**src/rtl/clock_display_pkg.sv**
```systemverilog
// Shared types and seven-segment constants for the clock display driver.
package clock_display_pkg;

    localparam int unsigned BIN_W = 6;
    localparam int unsigned BCD_W = 8;

    typedef enum logic [1:0] {
        CONV_IDLE,
        CONV_LOAD,
        CONV_SHIFT,
        CONV_DONE
    } conv_state_e;

    // Segment order {g,f,e,d,c,b,a}, active-low.
    localparam logic [6:0] SEG_BLANK = 7'h7F;
    localparam logic [6:0] SEG_0     = 7'b1000000;
    localparam logic [6:0] SEG_1     = 7'b1111001;
    localparam logic [6:0] SEG_2     = 7'b0100100;
    localparam logic [6:0] SEG_3     = 7'b0110000;
    localparam logic [6:0] SEG_4     = 7'b0011001;
    localparam logic [6:0] SEG_5     = 7'b0010010;
    localparam logic [6:0] SEG_6     = 7'b0000010;
    localparam logic [6:0] SEG_7     = 7'b1111000;
    localparam logic [6:0] SEG_8     = 7'b0000000;
    localparam logic [6:0] SEG_9     = 7'b0010000;

    function automatic logic [6:0] bcd_to_seg(input logic [3:0] bcd);
        case (bcd)
            4'd0:    return SEG_0;
            4'd1:    return SEG_1;
            4'd2:    return SEG_2;
            4'd3:    return SEG_3;
            4'd4:    return SEG_4;
            4'd5:    return SEG_5;
            4'd6:    return SEG_6;
            4'd7:    return SEG_7;
            4'd8:    return SEG_8;
            4'd9:    return SEG_9;
            default: return SEG_BLANK;
        endcase
    endfunction

endpackage

```
**src/rtl/bin6_to_bcd.sv**
```systemverilog
// Sequential 6-bit binary to 2-digit BCD converter (shift-add-3), one bit per cycle.
module bin6_to_bcd
    import clock_display_pkg::*;
(
    input  logic             clk,
    input  logic             rst_n,
    input  logic             start_i,
    input  logic [BIN_W-1:0] bin_i,
    output logic [BCD_W-1:0] bcd_o,
    output logic             done_c_o
);

    conv_state_e      state_q, state_d;
    logic [BIN_W-1:0] bin_q, bin_d;
    logic [BCD_W-1:0] acc_q, acc_d;
    logic [BCD_W-1:0] adj_c;
    logic [2:0]       cnt_q, cnt_d;
    logic             load_c;
    logic             shift_c;

    always_ff @(posedge clk) begin
        if (!rst_n) begin
            state_q <= CONV_IDLE;
        end else begin
            state_q <= state_d;
        end
    end

    always_comb begin
        state_d = state_q;
        case (state_q)
            CONV_IDLE:  if (start_i) state_d = CONV_LOAD;
            CONV_LOAD:  state_d = CONV_SHIFT;
            CONV_SHIFT: if (cnt_q == 3'(BIN_W - 1)) state_d = CONV_DONE;
            CONV_DONE:  state_d = CONV_IDLE;
            default:    state_d = CONV_IDLE;
        endcase
    end

    always_comb begin
        load_c   = 1'b0;
        shift_c  = 1'b0;
        done_c_o = 1'b0;
        case (state_q)
            CONV_LOAD:  load_c   = 1'b1;
            CONV_SHIFT: shift_c  = 1'b1;
            CONV_DONE:  done_c_o = 1'b1;
            default:    ;
        endcase
    end

    // Correct each BCD nibble before the shift so it carries properly into the next digit.
    always_comb begin
        adj_c = acc_q;
        if (adj_c[3:0] >= 4'd5) adj_c[3:0] = adj_c[3:0] + 4'd3;
        if (adj_c[7:4] >= 4'd5) adj_c[7:4] = adj_c[7:4] + 4'd3;

        bin_d = bin_q;
        acc_d = acc_q;
        cnt_d = cnt_q;
        if (load_c) begin
            bin_d = bin_i;
            acc_d = '0;
            cnt_d = '0;
        end else if (shift_c) begin
            acc_d = {adj_c[6:0], bin_q[BIN_W-1]};
            bin_d = {bin_q[BIN_W-2:0], 1'b0};
            cnt_d = cnt_q + 3'd1;
        end
    end

    always_ff @(posedge clk) begin
        if (!rst_n) begin
            bin_q <= '0;
            acc_q <= '0;
            cnt_q <= '0;
        end else begin
            bin_q <= bin_d;
            acc_q <= acc_d;
            cnt_q <= cnt_d;
        end
    end

    assign bcd_o = acc_q;

endmodule

```
**src/rtl/clock_display_driver.sv**
```systemverilog
// Multiplexed 4-digit common-anode display of HH:MM or MM:SS, snapshotted once per frame.
module clock_display_driver
    import clock_display_pkg::*;
#(
    parameter int unsigned SCAN_DIV = 50000
) (
    input  logic       clk,
    input  logic       rst_n,
    input  logic [4:0] hours,
    input  logic [5:0] minutes,
    input  logic [5:0] seconds,
    input  logic       show_seconds,
    input  logic       colon_en,
    output logic [6:0] seg,
    output logic       dp,
    output logic [3:0] an
);

    localparam int unsigned   TICK_W    = $clog2(SCAN_DIV);
    localparam logic [TICK_W-1:0] TICK_LAST = TICK_W'(SCAN_DIV - 1);

    logic [TICK_W-1:0] tick_cnt_q, tick_cnt_d;
    logic [1:0]        digit_idx_q, digit_idx_d;
    logic [BIN_W-1:0]  upper_stage_q, upper_stage_d;
    logic [BIN_W-1:0]  lower_stage_q, lower_stage_d;
    logic              colon_stage_q, colon_stage_d;
    logic [15:0]       result_bcd_q, result_bcd_d;
    logic              result_dp_q, result_dp_d;
    logic [15:0]       disp_bcd_q, disp_bcd_d;
    logic              disp_dp_q, disp_dp_d;
    logic [6:0]        seg_q, seg_d;
    logic              dp_q, dp_d;
    logic [3:0]        an_q, an_d;

    logic              tick_wrap_c;
    logic              snap_c;
    logic              commit_c;
    logic [3:0]        nibble_c;
    logic [BCD_W-1:0]  upper_bcd_c, lower_bcd_c;
    logic              upper_done_c, lower_done_c;

    bin6_to_bcd u_conv_upper (
        .clk      (clk),
        .rst_n    (rst_n),
        .start_i  (snap_c),
        .bin_i    (upper_stage_q),
        .bcd_o    (upper_bcd_c),
        .done_c_o (upper_done_c)
    );

    bin6_to_bcd u_conv_lower (
        .clk      (clk),
        .rst_n    (rst_n),
        .start_i  (snap_c),
        .bin_i    (lower_stage_q),
        .bcd_o    (lower_bcd_c),
        .done_c_o (lower_done_c)
    );

    assign tick_wrap_c = (tick_cnt_q == TICK_LAST);
    assign snap_c      = (digit_idx_q == 2'd3) && (tick_cnt_q == '0);
    assign commit_c    = (digit_idx_q == 2'd3) && tick_wrap_c;

    always_comb begin
        case (digit_idx_q)
            2'd0:    nibble_c = disp_bcd_q[3:0];
            2'd1:    nibble_c = disp_bcd_q[7:4];
            2'd2:    nibble_c = disp_bcd_q[11:8];
            default: nibble_c = disp_bcd_q[15:12];
        endcase
    end

    always_comb begin
        tick_cnt_d    = tick_wrap_c ? '0 : tick_cnt_q + TICK_W'(1);
        digit_idx_d   = tick_wrap_c ? digit_idx_q + 2'd1 : digit_idx_q;
        upper_stage_d = upper_stage_q;
        lower_stage_d = lower_stage_q;
        colon_stage_d = colon_stage_q;
        result_bcd_d  = result_bcd_q;
        result_dp_d   = result_dp_q;
        disp_bcd_d    = disp_bcd_q;
        disp_dp_d     = disp_dp_q;

        if (snap_c) begin
            upper_stage_d = show_seconds ? minutes : {1'b0, hours};
            lower_stage_d = show_seconds ? seconds : minutes;
            colon_stage_d = colon_en;
        end
        if (upper_done_c && lower_done_c) begin
            result_bcd_d = {upper_bcd_c, lower_bcd_c};
            result_dp_d  = colon_stage_q;
        end
        // Display registers only move on the frame boundary, so a frame never tears.
        if (commit_c) begin
            disp_bcd_d = result_bcd_q;
            disp_dp_d  = result_dp_q;
        end

        an_d  = ~(4'b0001 << digit_idx_q);
        seg_d = bcd_to_seg(nibble_c);
        dp_d  = ~(disp_dp_q && (digit_idx_q == 2'd2));
    end

    always_ff @(posedge clk) begin
        if (!rst_n) begin
            tick_cnt_q    <= '0;
            digit_idx_q   <= '0;
            upper_stage_q <= '0;
            lower_stage_q <= '0;
            colon_stage_q <= 1'b0;
            result_bcd_q  <= '0;
            result_dp_q   <= 1'b0;
            disp_bcd_q    <= '0;
            disp_dp_q     <= 1'b0;
            seg_q         <= SEG_BLANK;
            dp_q          <= 1'b1;
            an_q          <= 4'hF;
        end else begin
            tick_cnt_q    <= tick_cnt_d;
            digit_idx_q   <= digit_idx_d;
            upper_stage_q <= upper_stage_d;
            lower_stage_q <= lower_stage_d;
            colon_stage_q <= colon_stage_d;
            result_bcd_q  <= result_bcd_d;
            result_dp_q   <= result_dp_d;
            disp_bcd_q    <= disp_bcd_d;
            disp_dp_q     <= disp_dp_d;
            seg_q         <= seg_d;
            dp_q          <= dp_d;
            an_q          <= an_d;
        end
    end

    assign seg = seg_q;
    assign dp  = dp_q;
    assign an  = an_q;

endmodule

```
**config.mk**
```make
export PLATFORM = sky130hd
export DESIGN_NAME = clock_display_driver
export DESIGN_NICKNAME = d
export VERILOG_FILES = /design/src/rtl/clock_display_pkg.sv /design/src/rtl/bin6_to_bcd.sv /design/src/rtl/clock_display_driver.sv
export SDC_FILE = /design/constraint.sdc
export NUM_CORES = 1
export LEC_CHECK = 0
export CORE_UTILIZATION = 51
export DETAILED_ROUTE_END_ITERATION = 8
export PLACE_DENSITY = 0.7
export REMOVE_ABC_BUFFERS = 1
export SLEW_MARGIN = 40
export SYNTH_ARGS = -nofsm -noshare
export SYNTH_HDL_FRONTEND = slang
export SYNTH_HIERARCHICAL = 1
export SYNTH_SLANG_ARGS = --single-unit
```
**constraint.sdc**
```tcl
create_clock -name clk -period 2.12 [get_ports clk]
set_input_delay 0.318 -clock clk [delete_from_list [all_inputs] [get_ports clk]]
set_output_delay 0.318 -clock clk [all_outputs]
set_load 0.01 [all_outputs]
```
# Word level (Yosys, flattened, before mapping)

Memory sizes are Yosys's and may differ from the RTL's. A register that Yosys moved wholly into a read port is not among the register bits.
Cells that the tools add are included.
W data, S select, Z words.

Bitwise gates (word level): 3
Shift operators: 1
Multiplexer cells: 22
Reductions and logical operators: 16
Eq/ne operators: 16
$add $sub $neg: 8
Magnitude comparators: 4

Operators with widths:

| operator                | number |
|---|---|
| $mux W6                 | 6 |
| $add A16 B1 Y16 const B | 1 |
| $eq A16 B16 Y1 const B  | 1 |
| $ge A4 B3 Y1 const B    | 4 |
| $logic_not A16 Y1       | 1 |
| $pmux W2 S4             | 2 |
| $eq A2 B2 Y1 const B    | 6 |
| $pmux W4 S3             | 1 |
| $add A4 B2 Y4 const B   | 2 |
| $mux W4                 | 2 |
| $add A3 B1 Y3 const B   | 2 |
| $add A3 B2 Y3 const B   | 2 |
| $eq A2 B1 Y1 const B    | 3 |
| $eq A3 B3 Y1 const B    | 2 |
| $logic_not A2 Y1        | 3 |
| $mux W1                 | 6 |
| $mux W2                 | 3 |
| $mux W3                 | 2 |
| $reduce_or A2 Y1        | 3 |
| $logic_and A1 B1 Y1     | 4 |
| $ne A2 B1 Y1 const B    | 2 |
| $ne A2 B2 Y1 const B    | 2 |
| $not A4 Y4              | 1 |
| $reduce_and A2 Y1       | 2 |
| 5 further kinds         | 7 |

Memories kept: 1
Memory bits (read-only): 112
Register bits after elaboration: 108
Input bits: 21
Output and inout bits: 12

Memory list:

| name            | words | width | read ports | clocked after memory_dff | write ports | RTL line                | RTL |
|---|---|---|---|---|---|---|---|
| (no name shown) | 16    | 7     | 1          | 1                        | 0           | clock_display_pkg.sv:28 | `case (bcd)` |

# Depth between registers and ports, before layout

Gate-level depths: netlist of run 1.

Word-level depth: 4
Gate-level depth with buffers: 9
Mapped depth without buffers: 8

# Cells and area by module

The synthesis of run 1 kept the hierarchy.

By module, submodules not included:

| module               | instances | area each (um^2) | seq. area each (um^2) | cells each |
|---|---|---|---|---|
| clock_display_driver | 1         | 3,310.7          | 1,541.5               | 380 |
| bin6_to_bcd          | 2         | 1,097.3          | 380.4                 | 121 |

# Worst setup path after synthesis of run 1

OpenSTA, ideal clock, no wires.

Path kind: register to register
Start point: register digit_idx_q[1]
End point: register seg_q[1] (netlist: seg[1])
Arrival time: 1,741 ps
Cell stages (with the launch flop): 8
Required time: 2,046 ps
Slack: 305 ps
Setup time: 74 ps
Clock period less this slack: 1,815 ps
Cells stage by stage: dfxtp_1 inv_1 ha_1 a222oi_1 mux2i_1 ha_1 o21a_1 o21ai_0

Word-level cells in the longest chain between the ends: 2
Elaborated cells between the ends (all ways): 4

Ends and longest elaborated chain:

| element                              | RTL line                    | RTL |
|---|---|---|
| from (decl)                          | clock_display_driver.sv:23  | `logic [1:0] digit_idx_q, digit_idx_d;` |
| from (signal assigned)               | clock_display_driver.sv:120 | `digit_idx_q <= digit_idx_d;` |
| $eq A2 B2 Y1 (tied with other cells) | clock_display_driver.sv:65  | `case (digit_idx_q)` |
| $pmux W4 S3 *                        | clock_display_driver.sv:65  |  |
| to (decl)                            | clock_display_driver.sv:31  | `logic [6:0] seg_q, seg_d;` |

Every way passes the cells marked *; elsewhere a longest branch is shown, timed or not.
A chain may end at the register's enable or synchronous reset.

# Final worst setup path of run 1

Same ends and word-level chain as after synthesis.

==> impl_metrics.ini, run 1 <==
[status]
outcome = finished, final reports clean

[die]
start_util_pct = 52.9
die_w_um = 106
core_um2 = 10400
ioPinCount = 33
die_h_um = 106
die-area_um2 = 11200
rows = 37

[yosys]
synth.top_cell.area_share_pct = 41.8
ys_top_cells_by_area = dfxtp_1 (42%), ha_1 (7.0%), a21oi_1 (5.5%)
async_reset_ff_share_pct = 0
seq_area_frac_synth_pct = 41.8
syn_area_per_cell_um2 = 8.85
synth.yosys.warnings = 6
synth_edf_count = 0
synth_cells = 622
yosys.area.top_type = dfxtp_1
netlist_area_um2 = 5510
synth_ff_type = dfxtp_1
yosys_register_bits = 115
synth_cell_types = 55

[cells_and_area]
seqCellArea_um2 = 2300
drive_above_1_share_pct = 9.64
layout.cells.non_filler = 800
multi_input_area_um2 = 2900
final_nets = 703
fill_cells = 882
num_antenna_cells = 0
fin_area_um2 = 6520
syn2layout_area_growth_pct = 18.4
final_util_pct = 62.6
final_common_cell = dfxtp_1
final_cell_mix = dfxtp_1 (113), nand2_1 (62), a21oi_1 (60)

[timing]
worst_pin_slew_ns = 0.655
min_period_ns = 2.02
maxSlewHeadroom_pct = 56.4
fmax_mhz = 496
report.final.slew_viol_count = 0
clock_skew_ns = 0.00836
hold_viol = 0
holdWs_ns = 0.394
post-route-period-util_pct = 95.2
finalSetupViolCount = 0

[worst_setup_path]
crit_path_end_kind = register
rrSetupSlack_ns = 0.10
path_class = reg2reg
required_ns = 2.56
worstPathMaxFanout = 6
crit_start = digit_idx_q[1]
arrival_ns = 2.46
rr_startpoint = digit_idx_q[1]
start_kind = register

[clocking]
clk_path_buf_depth = 2
path_clk_slew_ns = 0.06
clock-sinks = 115
cts_buffers = 17
root_buffer = clkbuf_8
cts-htree-levels = 4
cts_hold_buf = 0
clk_latency_ns = 0.52
cts_tree = done

[placed_design]
dp_cells = 767
place_area_um2 = 5900
place_congestion = 0.840
port_buffers = 32
hpwl_um = 7880

[drt]
routedWlPerCell_um = 14.4
met1_length_um = 5200
finalWirelength_um = 11500
via_per_inst = 5.67
drc = 0
dr_wl_met2_um = 5740
maxUsedRoutingLayer = met4
vias = 4533
first_iter_violations = 163
dr.pass1.iters = 5
wl_met3_um = 447
postRouteAntennaNets = 0

[run]
cap_violations = 0

[global_route]
track_usage_pct = 22.4
antenna_found_initial = 0
grt_max_degree = 34
grt-ovfl-total = 0
grt_pass1_wl_um = 20000
first_global_vias = 4368

[power]
vdd_ir_drop_max_v = 0.000525
p_per_area_nw_per_um2 = 876
p_leak_uw = 0.00241

[worst_hold_path]
hold_path.class = in2reg
hp-start = colon_en
## cell usage after synthesis (4+ instances only)
master and count:
o211a_1 11, nand3b_1 6, a2111o_1 6, nand3_1 51, a21oi_1 60, buf_6 8
and2_1 4, nand2_1 62, o21ai_0 35, o211ai_1 6, a211oi_1 15, mux2i_1 27
nor3_1 5, ha_1 31, nor2_1 39, xnor2_1 6, inv_1 28, a31oi_1 4
dfxtp_1 115, or3_1 6, nand4_1 6, buf_2 7, xor2_1 9, clkbuf_1 14
nand2b_1 10
## logic make-up after synthesis
kind of cell	synth area share, %
flops	41.8
fa+ha+maj	7.05
compound gates	17.8
mux	5.52
buf+inv	5.84
xor+xnor	2.39
simple gates	19.6
## sequential cells by signal, summed over array words and instances, names as in the netlist, 4 cells and up
signal	flops
u_conv_lower/bcd_o	8
seg	7
u_conv_upper/bcd_o	8
disp_bcd_q	16
lower_stage_q	6
tick_cnt_q	16
an	4
upper_stage_q	6
result_bcd_q	16
u_conv_upper/bin_q	6
u_conv_lower/bin_q	6
## stage by stage
step | setup slack, ns | TNS, ns | power [uW]
2_1_floorplan | 0.0286 | 0 | 2730
3_3_place_gp | 0.176 | 0 | 2880
3_5_place_dp | 0.0757 | 0 | 2910
4_1_cts | 0.0591 | 0 | 5760
5_1_grt | -0.0265 | -0.0519 | 5950
6_report | 0.102 | 0 | 5710
## layer usage
metal / vias up / track usage [%]
met4: 0 / 9.13
met1: 2167 / 27.3
met5: - / 0
met2: 82 / 37.8
li1: 2268 / -
met3: 16 / 5.70
## path summary, 6_finish.rpt
check	to	cells past startpoint
hold / removal	colon_stage_q	3
setup reg to reg	seg[1]	7
hold reg to reg	dp	1
setup / recovery	seg[1]	7
## area by class of cell
type                    count  share of cell area (%)
clock buffers              18                    6.57
clock inverters            14                    2.50
inverters                  30                    1.73
multi-input cells         442                    44.4
flip-flops and latches    115                    35.4
well taps                 136                    2.61
repair buffers             45                    6.80
## worst max-delay path, stage by stage (launching register included)
cell	delay, ns
dfxtp_2	0.35
inv_1	0.07
ha_2	0.20
a222oi_1	0.42
mux2i_2	0.22
ha_1	0.35
o21a_1	0.19
o21ai_0	0.14
## where the power goes
group	switching, uW	internal, uW	total (uW)
Clock	1020	1810	2830
Sequential	63.0	2250	2310
Combinational	313	245	557
Total	1400	4310	5710
## timing repair
action,CTS,global route
gates resized for setup,0,7
setup buffers,0,1
endpoints found under the setup margin,0,5
(Power assumes the default switching activity.)
==> run 2: changes to the inputs <==
- SYNTH_HIERARCHICAL: 1 -> not set
==> run 2 against run 1 <==
Against the previous run:
- global-route usage decreased by 1.1 points
- synthesized cell count decreased by 6.9%
- sequential power decreased by 3%
- routed wire length decreased by 12%
- cell count decreased by 4.3%
- register-to-register slack got worse by 0.07 ns
- via count decreased by 11%
- area after synthesis decreased by 5.5%
- flip-flop and latch count unchanged
- setup slack got worse by 0.068 ns
- clock skew decreased by 0.0026 ns
- critical path type unchanged
==> impl_metrics.ini, run 2 <==
[status]
outcome = finished, final reports clean

[worst_setup_path]
crit_path_end_kind = register
path_class = reg2reg
reg2reg_depth = 5
required_ns = 2.56
start_kind = register
rrSetupSlack_ns = 0.03
worstPathMaxFanout = 6
arrival_ns = 2.52

[global_route]
grt-ovfl-total = 0
busiest_layer = met2
grt_pass1_wl_um = 17200
grt.met3_usage_pct = 6.85
first_global_vias = 3932
grt_use_met2_pct = 36.9
grt_max_degree = 48
antenna_found_initial = 0
met1_usage_pct = 24.1
track_usage_pct = 21.4

[yosys]
yosys_register_bits = 115
seq_area_frac_synth_pct = 44.2
ys_top_cells_by_count = dfxtp_1 (115), nand2_1 (115), mux2i_1 (38), nor2_1 (38), ha_1 (32)
syn_area_per_cell_um2 = 8.99
ys_top_cells_by_area = dfxtp_1 (44%), nand2_1 (8.3%), ha_1 (7.7%)
yosys.area.top_type = dfxtp_1
synth.yosys.warnings = 0
synth_cells = 579
netlist_area_um2 = 5200
synth_edf_count = 0
synth_cell_types = 35
synth.top_cell.area_share_pct = 44.2
async_reset_ff_share_pct = 0
synth_ff_type = dfxtp_1

[die]
die_h_um = 103
ioPinCount = 33
rows = 36
start_util_pct = 53.0
die-area_um2 = 10600
die_w_um = 103
core_um2 = 9820

[timing]
report.final.slew_viol_count = 0
holdWs_ns = 0.200
fmax_mhz = 480
hold_viol = 0
finalSetupViolCount = 0
maxSlewHeadroom_pct = 53.5
worst_pin_slew_ns = 0.698
min_period_ns = 2.09
clock_skew_ns = 0.00575
finalWorstSetupSlack_ns = 0.0346
post-route-period-util_pct = 98.4
rsz0062_at_grt = true

[placed_design]
place_congestion = 0.774
port_buffers = 32
dp_cells = 731
post-place-ws_ns = -0.0728
hpwl_um = 6980

[cells_and_area]
drive_above_1_share_pct = 10.3
layout.cells.non_filler = 766
num_antenna_cells = 0
final_common_cell = nand2_1
largestRegisters = disp_bcd_q: 16 flops, result_bcd_q: 16 flops, tick_cnt_q: 16 flops
multi_input_area_um2 = 2730
final_util_pct = 64.9
seqCellArea_um2 = 2310
final_nets = 675
final_cell_mix = nand2_1 (115), dfxtp_1 (112), nor2_1 (38)
syn2layout_area_growth_pct = 22.5
fill_cells = 858

[power]
power_uw = 5130
vdd_ir_drop_max_v = 0.000456
p_leak_uw = 0.00256
p_per_area_nw_per_um2 = 805

[drt]
routedWlPerCell_um = 13.3
postRouteAntennaNets = 0
first_iter_violations = 127
drc = 0
vias = 4041
finalWirelength_um = 10200
via_per_inst = 5.28
dr.pass1.iters = 6

[clocking]
cts_buffers = 17
cts-htree-levels = 4
clk_latency_ns = 0.52
cts_tree = done
path_clk_slew_ns = 0.05
clock-sinks = 115
clk_path_buf_depth = 2
root_buffer = clkbuf_8

[run]
cap_violations = 0

[worst_hold_path]
whs_path_depth = 2
hold_path.class = in2reg
## run 2: cell count changes after synthesis, moves of 7 or more
cell and delta:
mux2i_1 +11, a21oi_1 -47, nand3_1 -31, a21boi_0 +26, xnor2_1 +10, a21boi_1 +10
o21ai_0 -24, buf_6 -8, o211a_1 +7, nand2_1 +53, clkbuf_1 +9
## run 2: repair_timing
item,in CTS,in global routing
hold buffers,0,0
hold endpoints to repair,0,0
gates resized for setup,6,9
setup endpoints to repair,7,9
pin swaps,4,2
buffers inserted,3,2
## run 2: worst paths after layout
path                                startpoint                      end
worst max-delay path            tick_cnt_q[10]  u_conv_lower.state_q[0]
worst min-delay path                     rst_n                    an[3]
worst max register to register  tick_cnt_q[10]  u_conv_lower.state_q[0]
worst min register to register       disp_dp_q                       dp
## run 2: logic make-up (layout without fill, tap and decap cells)
logic type               after synthesis  in the layout  synth area share, %
XOR/XNOR                              26             26                 4.37
AO/OA/AOI/OAI                        101            101                 14.6
flip-flops                           115            115                 44.2
AND/OR/NAND/NOR                      209            209                 17.2
buffers and inverters                 56            110                 4.11
multiplexers                          40             40                 7.74
adder cells (fa/ha/maj)               32             32                 7.69
## run 2: routing by layer
| layer | share of wire (%) | up-vias |
|---|---|---|
| li1 | - | 2045 |
| met1 | 46 | 1903 |
| met2 | 49 | 76 |
| met3 | 3.4 | 17 |
| met4 | 2.0 | 0 |
| met5 | 0 | - |
## run 2: worst max-delay path, cell delays in order (launching register included)
cell and delay, ns:
dfxtp_2 0.31, or4_4 0.53, or4_4 0.43, or2_4 0.29, a22o_4 0.27, a211oi_2 0.18
## run 2: cell type report
type	count	area share, %
clock buffers	25	7.75
clock inverters	5	0.785
inverters	26	1.53
multi-input cells	408	42.8
flip-flops and latches	115	36.2
well taps	133	2.61
repair buffers	54	8.32
## run 2: through the flow
stage          area [um2]  TNS, ns
4_1_cts              6330        0
2_1_floorplan        5090    -3.43
3_5_place_dp         5750   -0.209
5_1_grt              6370  -0.0551
6_report             6370        0
3_3_place_gp         5750  -0.0594
## run 2: power by group
group / switching [uW] / total, uW / internal, uW
sequential: 26.3 / 2230 / 2210
clock: 913 / 2600 / 1690
combinational: 146 / 300 / 154
total: 1080 / 5130 / 4050
==> run 3: changes to the inputs <==
- CORE_UTILIZATION: 51 -> 59
- PLACE_DENSITY: 0.7 -> 0.79
==> run 3 against run 2 <==
Against the previous run:
- the run now ends with setup timing left
- first-iteration DRC count is 73% higher
- cell count down 3.5%
- routed wire length up 11%
- setup slack worse by 0.048 ns
- flip-flop and latch count did not move
- via count grew 1.9%
- combinational power grew 2%
- sequential share of layout area is 0.11 points lower
- critical path depth is 2 higher
==> impl_metrics.ini, run 3 (synthesis results as in run 2) <==
[power]
p_int_uw = 4210
p_leak_uw = 0.00258
vdd_ir_drop_max_v = 0.000621
switching_share_pct = 21.4
power_uw = 5360
p_per_area_nw_per_um2 = 838
pwr-share-comb_pct = 5.7
power.switching_uw = 1150
p_seq_share_pct = 41.7
power_frac_clock_pct = 52.6

[cells_and_area]
num_antenna_cells = 0
final_common_cell = nand2_1
multi_input_area_um2 = 2750
final_nets = 674
final_cell_mix = nand2_1 (115), dfxtp_1 (112), nor2_1 (38)
fill_cells = 582
syn2layout_area_growth_pct = 22.8
largestRegisters = disp_bcd_q: 16 flops, result_bcd_q: 16 flops, tick_cnt_q: 16 flops
seqCellArea_um2 = 2310
fin_area_um2 = 6390
drive_above_1_share_pct = 11.0

[global_route]
first_global_vias = 4117
grt-ovfl-total = 0
busiest_layer = met2
track_usage_pct = 25.9
met1_usage_pct = 30.8
grt.met3_usage_pct = 7.35
antenna_found_initial = 0
grt_max_degree = 37
grt_pass1_wl_um = 18300
grt_use_met2_pct = 44.3

[worst_setup_path]
arrival_ns = 2.54
crit_path_end_kind = register
critical_path.max_stage_delay_ns = 0.44
cpMaxStageDelayCell = a222oi_1
required_ns = 2.53
timing.critical_path.buf_inv = 1
path_cells = inv_1 > ha_2 > a222oi_1 > mux2i_1 > o21ai_0 > nand3_1 > a21o_1
critPathTopFamily = compound AO/OA/AOI/OAI gates
worstPathMaxFanout = 5
start_kind = register
path_class = reg2reg

[timing]
post-route-period-util_pct = 101
finalWorstSetupSlack_ns = -0.0132
worst_pin_slew_ns = 0.769
fmax_mhz = 469
min_period_ns = 2.13
maxSlewHeadroom_pct = 48.8
rsz0062_at_grt = true
report.final.slew_viol_count = 0
hold_viol = 0
finalSetupViolCount = 2
clock_skew_ns = 0.00461

[placed_design]
place_congestion = 0.847
hpwl_um = 7190
place_area_um2 = 5690
port_buffers = 32

[clocking]
cts_buffers = 17
clock-sinks = 115
clk_latency_ns = 0.51
path_clk_slew_ns = 0.06
cts_tree = done
cts_hold_buf = 0
cts-htree-levels = 4
clk_path_buf_depth = 2
root_buffer = clkbuf_8

[drt]
via_per_inst = 5.57
vias = 4118
dr.pass1.iters = 4
drc = 0
routedWlPerCell_um = 15.3
finalWirelength_um = 11300
first_iter_violations = 220
postRouteAntennaNets = 0

[run]
cap_violations = 0

[status]
outcome = finished with violations
violations = setup timing

[die]
start_util_pct = 62.1
core_um2 = 8380
die_w_um = 95.9
die_h_um = 95.9
rows = 33
die-area_um2 = 9200
ioPinCount = 33

[worst_hold_path]
hold_path.class = in2reg
## run 3: repair_timing
item                                    CTS  global route
setup buffers                             2             3
resized for setup                         4            12
pin swaps                                 1             6
endpoints found under the setup margin    5             8
## run 3: final timing paths
path / end / startpoint / cells past startpoint / slack [ns]
worst max register to register: seg[3] / digit_idx_q[1] / 7 / -0.01
worst min-delay path: an[3] / rst_n / 2 / 0.23
worst min register to register: dp / disp_dp_q / 1 / 0.41
worst max-delay path: seg[3] / digit_idx_q[1] / 7 / -0.01
## run 3: power groups by stage
stage               sequential [uW]  combinational (uW)  clock (uW)
global route                   2240                 338        2940
detailed placement             2280                 295           0
CTS                            2230                 301        2830
floorplan                      2280                 166           0
finish                         2230                 307        2820
global placement               2280                 284           0
## run 3: worst register-to-register path: cells and delay by family, from the launching register on
kind	cells	cell delay, ns
AO/OA/AOI/OAI	3	0.97
adder cells (fa/ha/maj)	1	0.22
buffers and inverters	1	0.10
flip-flops	1	0.38
multiplexers	1	0.20
AND/OR/NAND/NOR	1	0.17
## run 3: routing by layer
layer	vias to the layer above	part of all wire, %
met5	-	0
met4	0	1.7
met3	20	3.7
met2	86	49
met1	1974	45
li1	2038	-
## run 3: cell type report
class                           count  area share (%)
Multi-Input combinational cell    408            43.0
Sequential cell                   115            36.1
Timing Repair Buffer               53            7.99
Clock buffer                       24            7.83
Tap cell                          105            2.06
Clock inverter                      8            1.53
Inverter                           26            1.53
## run 3: per-stage QoR
| step | worst slack (ns) | hold slack (ns) | TNS, ns | cells | util, % |
|---|---|---|---|---|---|
| after floorplan | -0.277 | 0.368 | -3.43 | 549 | - |
| after global placement | 0.00812 | 0.393 | 0 | 702 | 67.9 |
| after detailed placement | -0.0199 | 0.395 | -0.0199 | 702 | 67.9 |
| after CTS | 0.00167 | 0.210 | 0 | 736 | 75.4 |
| after global routing | -0.134 | 0.235 | -0.329 | 739 | 76.3 |
| final | -0.0132 | 0.227 | -0.0239 | 739 | 76.3 |
